[config.mk]
export PLATFORM = sky130hd
export DESIGN_NAME = fetch_unit
export DESIGN_NICKNAME = d
export VERILOG_FILES = /design/src/rtl/fetch_unit.sv
export SDC_FILE = /design/constraint.sdc
export NUM_CORES = 1
export LEC_CHECK = 0
export BUFFER_PORTS_ARGS = -buffer_cell sky130_fd_sc_hd__buf_4
export CAP_MARGIN = 0
export CORE_UTILIZATION = 45
export DETAILED_ROUTE_END_ITERATION = 8
export MAX_ROUTING_LAYER = met4
export PLACE_DENSITY = 0.71
export SLEW_MARGIN = 30
export SYNTH_ARGS = -nofsm -noshare
export SYNTH_HDL_FRONTEND = slang
export SYNTH_SLANG_ARGS = --single-unit
[constraint.sdc]
create_clock -name clock -period 2.3 [get_ports clock]
set_input_delay 0.46 -clock clock [delete_from_list [all_inputs] [get_ports clock]]
set_output_delay 0.46 -clock clock [all_outputs]
set_load 0.05 [all_outputs]
[src/rtl/fetch_unit.sv]
// Instruction fetch: owns the PC, issues word fetches over req/ready, presents one registered
// instruction per cycle with a one-entry skid for stalls and drain handling for redirects.
module fetch_unit #(
  parameter logic [31:0] RESET_PC = 32'h0000_0000
) (
  input  logic        clock,
  input  logic        reset,
  output logic        im_req,
  output logic [31:0] im_addr,
  input  logic        im_ready,
  input  logic [31:0] im_rdata,
  input  logic        stall,
  input  logic        redirect,
  input  logic [31:0] redirect_pc,
  output logic        instr_valid,
  output logic [31:0] instruction,
  output logic [31:0] instr_pc,
  output logic [31:0] next_pc,
  output logic [5:0]  opcode,
  output logic [4:0]  sub_op_base,
  output logic [7:0]  sub_op_ls,
  output logic        sub_op_j,
  output logic [4:0]  sub_op_jr
);

  typedef enum logic [1:0] {IDLE, FETCH, SKID, DRAIN} state_t;

  state_t      state, state_nxt;
  logic [31:0] pc, pc_nxt;
  logic [31:0] drain_addr, drain_addr_nxt;
  logic [31:0] skid_word, skid_word_nxt;
  logic [31:0] skid_pc, skid_pc_nxt;
  logic        valid_nxt;
  logic [31:0] instruction_nxt, instr_pc_nxt;
  logic        xfer;

  // Request and address depend on state only, so they cannot move until the handshake completes.
  assign im_req  = (state == FETCH) || (state == DRAIN);
  assign im_addr = (state == DRAIN) ? drain_addr : pc;
  assign xfer    = im_req && im_ready;

  always_comb begin
    state_nxt       = state;
    pc_nxt          = pc;
    drain_addr_nxt  = drain_addr;
    skid_word_nxt   = skid_word;
    skid_pc_nxt     = skid_pc;
    instruction_nxt = instruction;
    instr_pc_nxt    = instr_pc;
    valid_nxt       = instr_valid && stall;

    if (redirect) begin
      valid_nxt     = 1'b0;
      skid_word_nxt = 32'h0;
      skid_pc_nxt   = 32'h0;
      pc_nxt        = redirect_pc;
      case (state)
        FETCH: begin
          // An in-flight request cannot be withdrawn; park its address and drain it.
          if (!im_ready) begin
            drain_addr_nxt = pc;
            state_nxt      = DRAIN;
          end
        end
        DRAIN:   state_nxt = DRAIN;
        default: state_nxt = FETCH;
      endcase
    end else begin
      case (state)
        IDLE: state_nxt = FETCH;
        FETCH: begin
          if (xfer) begin
            pc_nxt = pc + 32'd4;
            if (!instr_valid || !stall) begin
              instruction_nxt = im_rdata;
              instr_pc_nxt    = pc;
              valid_nxt       = 1'b1;
            end else begin
              skid_word_nxt = im_rdata;
              skid_pc_nxt   = pc;
              state_nxt     = SKID;
            end
          end
        end
        SKID: begin
          if (!stall) begin
            instruction_nxt = skid_word;
            instr_pc_nxt    = skid_pc;
            valid_nxt       = 1'b1;
            state_nxt       = FETCH;
          end
        end
        DRAIN: begin
          if (im_ready) state_nxt = FETCH;
        end
        default: state_nxt = IDLE;
      endcase
    end
  end

  always_ff @(posedge clock) begin
    if (!reset) begin
      state       <= IDLE;
      pc          <= RESET_PC;
      drain_addr  <= 32'h0;
      skid_word   <= 32'h0;
      skid_pc     <= 32'h0;
      instr_valid <= 1'b0;
      instruction <= 32'h0;
      instr_pc    <= 32'h0;
    end else begin
      state       <= state_nxt;
      pc          <= pc_nxt;
      drain_addr  <= drain_addr_nxt;
      skid_word   <= skid_word_nxt;
      skid_pc     <= skid_pc_nxt;
      instr_valid <= valid_nxt;
      instruction <= instruction_nxt;
      instr_pc    <= instr_pc_nxt;
    end
  end

  assign next_pc     = instr_pc + 32'd4;
  assign opcode      = instruction[30:25];
  assign sub_op_base = instruction[4:0];
  assign sub_op_ls   = instruction[7:0];
  assign sub_op_j    = instruction[24];
  assign sub_op_jr   = instruction[4:0];

endmodule

### Word level (Yosys, flattened, before mapping)

Index checks and enable logic that the tools add are counted.

* register bits after elaboration: 195
* output and inout port bits: 155
* logic and storage cells: 65

* multiplexer cells: 24
* bitwise gates (word level): 4
* reduce and logical (&&, ||, !) cells: 16
* equality and inequality tests: 11
* $add $sub $neg: 2

Operators with widths (number)
* 2-to-1 mux 32 bit: 10
* one-hot mux 32 bit (2 select lines): 2
* adder 32 x 3 -> 32 bit (second input constant): 2
* != test 3 bit (second input constant): 5
* 2-to-1 mux 2 bit: 6
* AND reduction 5 bit: 2
* one-hot mux 2 bit (4 select lines): 1
* AND reduction 3 bit: 2
* nonzero test 2 bit: 3
* == test 2 bit (second input constant): 2
* != test 2 bit (second input constant): 2
* inverter 1 bit: 4
* one-hot mux 2 bit (2 select lines): 1
* 2-to-1 mux 1 bit: 3
* == test 2 x 1 -> 1 bit (second input constant): 1
* logical AND 1 bit: 2
* zero test 1 bit: 2
* zero test 2 bit: 1
* logical OR 1 bit: 2
* != test 2 x 1 -> 1 bit (second input constant): 1
* one-hot mux 1 bit (2 select lines): 1
* AND reduction 2 bit: 1
* OR reduction 2 bit: 1

### Longest topological paths before layout

* depth in word-level cells: 6
* depth in mapped cells: 9

### Least setup slack after synthesis

Ideal clock, no wire load.

* path type: flip-flop to output port
* from: register instr_pc[2]
* to: output next_pc[28]
* buffers on the path: 0
* slack: -1.010 ns
* cell stages (with the launch flop): 6
* data arrival time: 2.850 ns
* path through: dfxtp_1 ha_1 nand3_1 nor4_1 nor3b_1 xor2_1

* cells in the longest elaborated chain, start to end: 1

Ends and longest elaborated chain
* from (decl): RTL line 17 `output logic [31:0] instr_pc,`
* from (signal assigned): RTL line 119 `instr_pc <= instr_pc_nxt;`
* adder 32 x 3 -> 32 bit: RTL line 123 `assign next_pc = instr_pc + 32'd4;`
* to (decl): RTL line 18 `output logic [31:0] next_pc,`

No other way between the ends.

### Worst setup path in the final report

* from: register instr_pc[7]
* to: output next_pc[31]

Same word-level chain as after synthesis.

==> load_flow_metrics.sql <==
INSERT INTO impl_metrics (metric_group, metric, value, unit) VALUES
('floorplan', 'full_die_area', '22130', 'sq um'),
('detailed_routing', 'via_count', '9312', ''),
('sta', 'layout_min_cycle_time', '2.749', 'ns'),
('floorplan', 'die-height', '148.8', 'microns'),
('detailed_routing', 'detailedRoute.firstIterationViolations', '535', ''),
('floorplan', 'floorplan.rows', '53', ''),
('critical_path', 'worst_ep_arrival_time', '2.29', 'ns'),
('min_path', 'hold_path_class', 'in2reg', ''),
('yosys', 'synth.lib_cells_used.distinct', '49', ''),
('cts', 'cts_made_buffers', '17', ''),
('final_layout', 'drive_gt1_share', '33.26', '%'),
('sta', 'finalSetupViolCount', '24', ''),
('yosys', 'fraction_of_registers_with_async_set_reset', '0', '%'),
('placement', 'routabilityCongestion', '0.8478', ''),
('detailed_routing', 'route.detailed.wl_per_inst', '16.27', 'microns'),
('yosys', 'postSynthCellCount', '1205', ''),
('job', 'max_cap_violations', '0', ''),
('sta', 'maxSlewViolCount', '0', ''),
('cts', 'clock_tree.root_cell', 'sky130_fd_sc_hd__clkbuf_16', ''),
('final_layout', 'flow.area_growth_from_synthesis', '36.15', '%'),
('grt', 'grt_pass1_wl', '42320', 'microns'),
('detailed_routing', 'detailedRoute.firstPassIterationCount', '5', ''),
('placement', 'dp.cells', '1643', ''),
('yosys', 'synth-main-ff-cell', 'sky130_fd_sc_hd__dfxtp_1', ''),
('yosys', 'syn-cell-area', '9692', 'sq um'),
('sta', 'fin_crit_sh', '119.5', '%'),
('final_layout', 'mostFrequentLayoutCell', 'sky130_fd_sc_hd__buf_4', ''),
('floorplan', 'die_x', '148.8', 'microns'),
('outcome', 'run_status', 'complete, but fails checks', ''),
('grt', 'grt_antenna_before_repair', '1', ''),
('sta', 'hold_viol', '0', ''),
('final_layout', 'filler_cell_count', '1801', ''),
('critical_path', 'cp_slowest_cell', 'sky130_fd_sc_hd__or4_4', ''),
('cts', 'cts.path.max_buffers', '2', ''),
('sta', 'timing.clock.skew', '0.01095', 'ns'),
('grt', 'gr-total-overflow', '0', ''),
('critical_path', 'path_class', 'reg2out', ''),
('placement', 'detailed_place_hpwl', '18470', 'microns'),
('yosys', 'synth_seq_cells', '195', ''),
('floorplan', 'io_pins', '224', ''),
('sta', 'maxSlewHeadroom', '69.17', '%'),
('final_layout', 'final_core_util', '62.57', '%'),
('final_layout', 'number_of_nets_in_the_finished_design', '1483', ''),
('yosys', 'post_synthesis_mean_instance_area', '8.043', 'sq um'),
('detailed_routing', 'avgViaCountPerCell', '5.484', ''),
('cts', 'clk_pin_slew', '0.07', 'ns'),
('grt', 'grt_max_degree', '117', ''),
('critical_path', 'path_cells', 'nand3_4 -> or4_4 -> nor3_4 -> xor2_4 -> buf_6', ''),
('critical_path', 'data_required_time_of_the_critical_path', '1.84', 'ns'),
('min_path', 'timing.hold.worst_path_depth', '2', ''),
('power', 'leakagePower', '4.995', 'nW'),
('power', 'power.density', '594.6', 'nW/um^2'),
('yosys', 'number_of_synthesized_flops_with_an_enable_pin', '0', ''),
('critical_path', 'critical_path.max_fanout', '5', ''),
('outcome', 'violations_in_the_final_reports', 'negative setup slack', ''),
('floorplan', 'fp.coreArea', '21090', 'sq um'),
('sta', 'layout_setup_ws', '-0.4493', 'ns'),
('detailed_routing', 'count_of_antenna_violating_nets_left_after_detailed_routing', '0', ''),
('floorplan', 'floorplan.initialDensity', '45.96', '%'),
('final_layout', 'layout.area.seq', '3980', 'sq um'),
('final_layout', 'final_cell_count_no_fill', '1698', ''),
('yosys', 'ys_seq_area_share', '40.28', '%'),
('cts', 'cts.sink_count', '195', ''),
('placement', 'detailedPlace.worstSlack', '0.07763', 'ns'),
('power', 'vdd_drop_max', '561.6', 'uV'),
('cts', 'tritoncts_clock_tree', 'yes', ''),
('sta', 'unrepaired_setup_endpoints_after_global_routing', 'true', ''),
('critical_path', 'setup.worst_path.start_class', 'flop', ''),
('critical_path', 'longest_individual_stage_delay_on_the_worst_path', '0.65', 'ns'),
('cts', 'worst_skew_pair.late_latency', '0.44', 'ns'),
('yosys', 'yosysWarnings', '0', '');
cells by family after synthesis:
family	synth area share (%)
adders and majority gates	0.6455
muxes	10.28
DFF	40.28
AOI/OAI and AO/OA	16.81
and+or+nand+nor	21.03
xor gates and xnor gates	3.344
buffers and inverters	7.617
path summary, 6_finish.rpt:
check	startpoint	to	slack (ns)
setup / recovery	instr_pc[7]	next_pc[31]	-0.45
hold / removal	redirect_pc[2]	pc[2]	0.25
setup reg to reg	state[1]	pc[30]	0.18
hold reg to reg	drain_addr[17]	drain_addr[17]	0.45
metrics by stage:
step                power, mW  area, sq um  hold slack, ns
floorplan               4.552        10090          0.4329
global placement        5.028        12140          0.4380
detailed placement      5.044        12140          0.4429
CTS                     7.890        12960          0.2420
global route            8.150        13200          0.2520
finish                  7.846        13200          0.2543
worst max-delay path: cells and delay by family, from the launching register on:
family | cells | cell delay [ns]
and+or+nand+nor | 3 | 1.11
DFF | 1 | 0.40
xor gates and xnor gates | 1 | 0.17
buffers and inverters | 1 | 0.17
area by class of cell:
class,instances,share of cell area (%)
Clock buffer,17,3.224
Tap cell,275,2.608
Inverter,12,0.3508
Timing Repair Buffer,322,20.09
Multi-Input combinational cell,861,42.46
Antenna cell,1,0.01896
Clock inverter,15,1.081
Sequential cell,195,30.16
state kept, by name, indices dropped and copies added, names as in the netlist:
name,flops
skid_pc,32
instr_pc,32
instr_valid,1
skid_word,32
pc,32
instruction,32
state,2
drain_addr,32
per-layer routing:
layer	up-vias	GRT usage, %	routed length (microns)
met2	293	37.64	12830
met4	0	7.500	694
met1	4373	34.15	12550
li1	4604	-	-
met5	-	-	0
met3	42	2.875	1558
report_power, final:
group,total (mW),internal [mW],switching [mW]
logic,1.46,0.534,0.931
registers,3.53,3.45,0.0773
clock network,2.85,1.44,1.42
total,7.85,5.42,2.43
Yosys cell counts, types with 5 or more instances:
master	number	share of area, %
sky130_fd_sc_hd__buf_2	9	0.46
sky130_fd_sc_hd__mux2i_1	68	7.0
sky130_fd_sc_hd__clkbuf_8	5	0.71
sky130_fd_sc_hd__or4_1	9	0.70
sky130_fd_sc_hd__o31ai_1	8	0.62
sky130_fd_sc_hd__nor3_1	14	0.72
sky130_fd_sc_hd__nor4_1	6	0.39
sky130_fd_sc_hd__nor2_1	19	0.74
sky130_fd_sc_hd__inv_1	10	0.39
sky130_fd_sc_hd__a311oi_1	5	0.45
sky130_fd_sc_hd__nand2b_1	5	0.32
sky130_fd_sc_hd__a21oi_1	168	8.7
sky130_fd_sc_hd__nand4_1	19	1.2
sky130_fd_sc_hd__o21ai_0	93	4.8
sky130_fd_sc_hd__clkbuf_1	80	3.1
sky130_fd_sc_hd__a31oi_1	11	0.71
sky130_fd_sc_hd__nand3_1	28	1.4
sky130_fd_sc_hd__nand2_1	219	8.5
sky130_fd_sc_hd__xor2_1	12	1.1
sky130_fd_sc_hd__buf_4	30	2.3
sky130_fd_sc_hd__ha_1	5	0.65
sky130_fd_sc_hd__and4_1	8	0.72
sky130_fd_sc_hd__a211oi_1	6	0.46
sky130_fd_sc_hd__or3_1	69	4.5
sky130_fd_sc_hd__buf_1	9	0.35
sky130_fd_sc_hd__dfxtp_1	195	40
sky130_fd_sc_hd__xnor2_1	25	2.3
sky130_fd_sc_hd__mux2_2	28	3.3
sky130_fd_sc_hd__or2_2	5	0.32
timing repair:
action / 4_1_cts / 5_1_grt
buffers inserted: 8 / 14
resized for setup: 39 / 31
cloned: 1 / 0
pin swaps: 13 / 22
hold buffers: 0 / 0
endpoints found under the setup margin: 50 / 36
(Power assumes the default switching activity.)
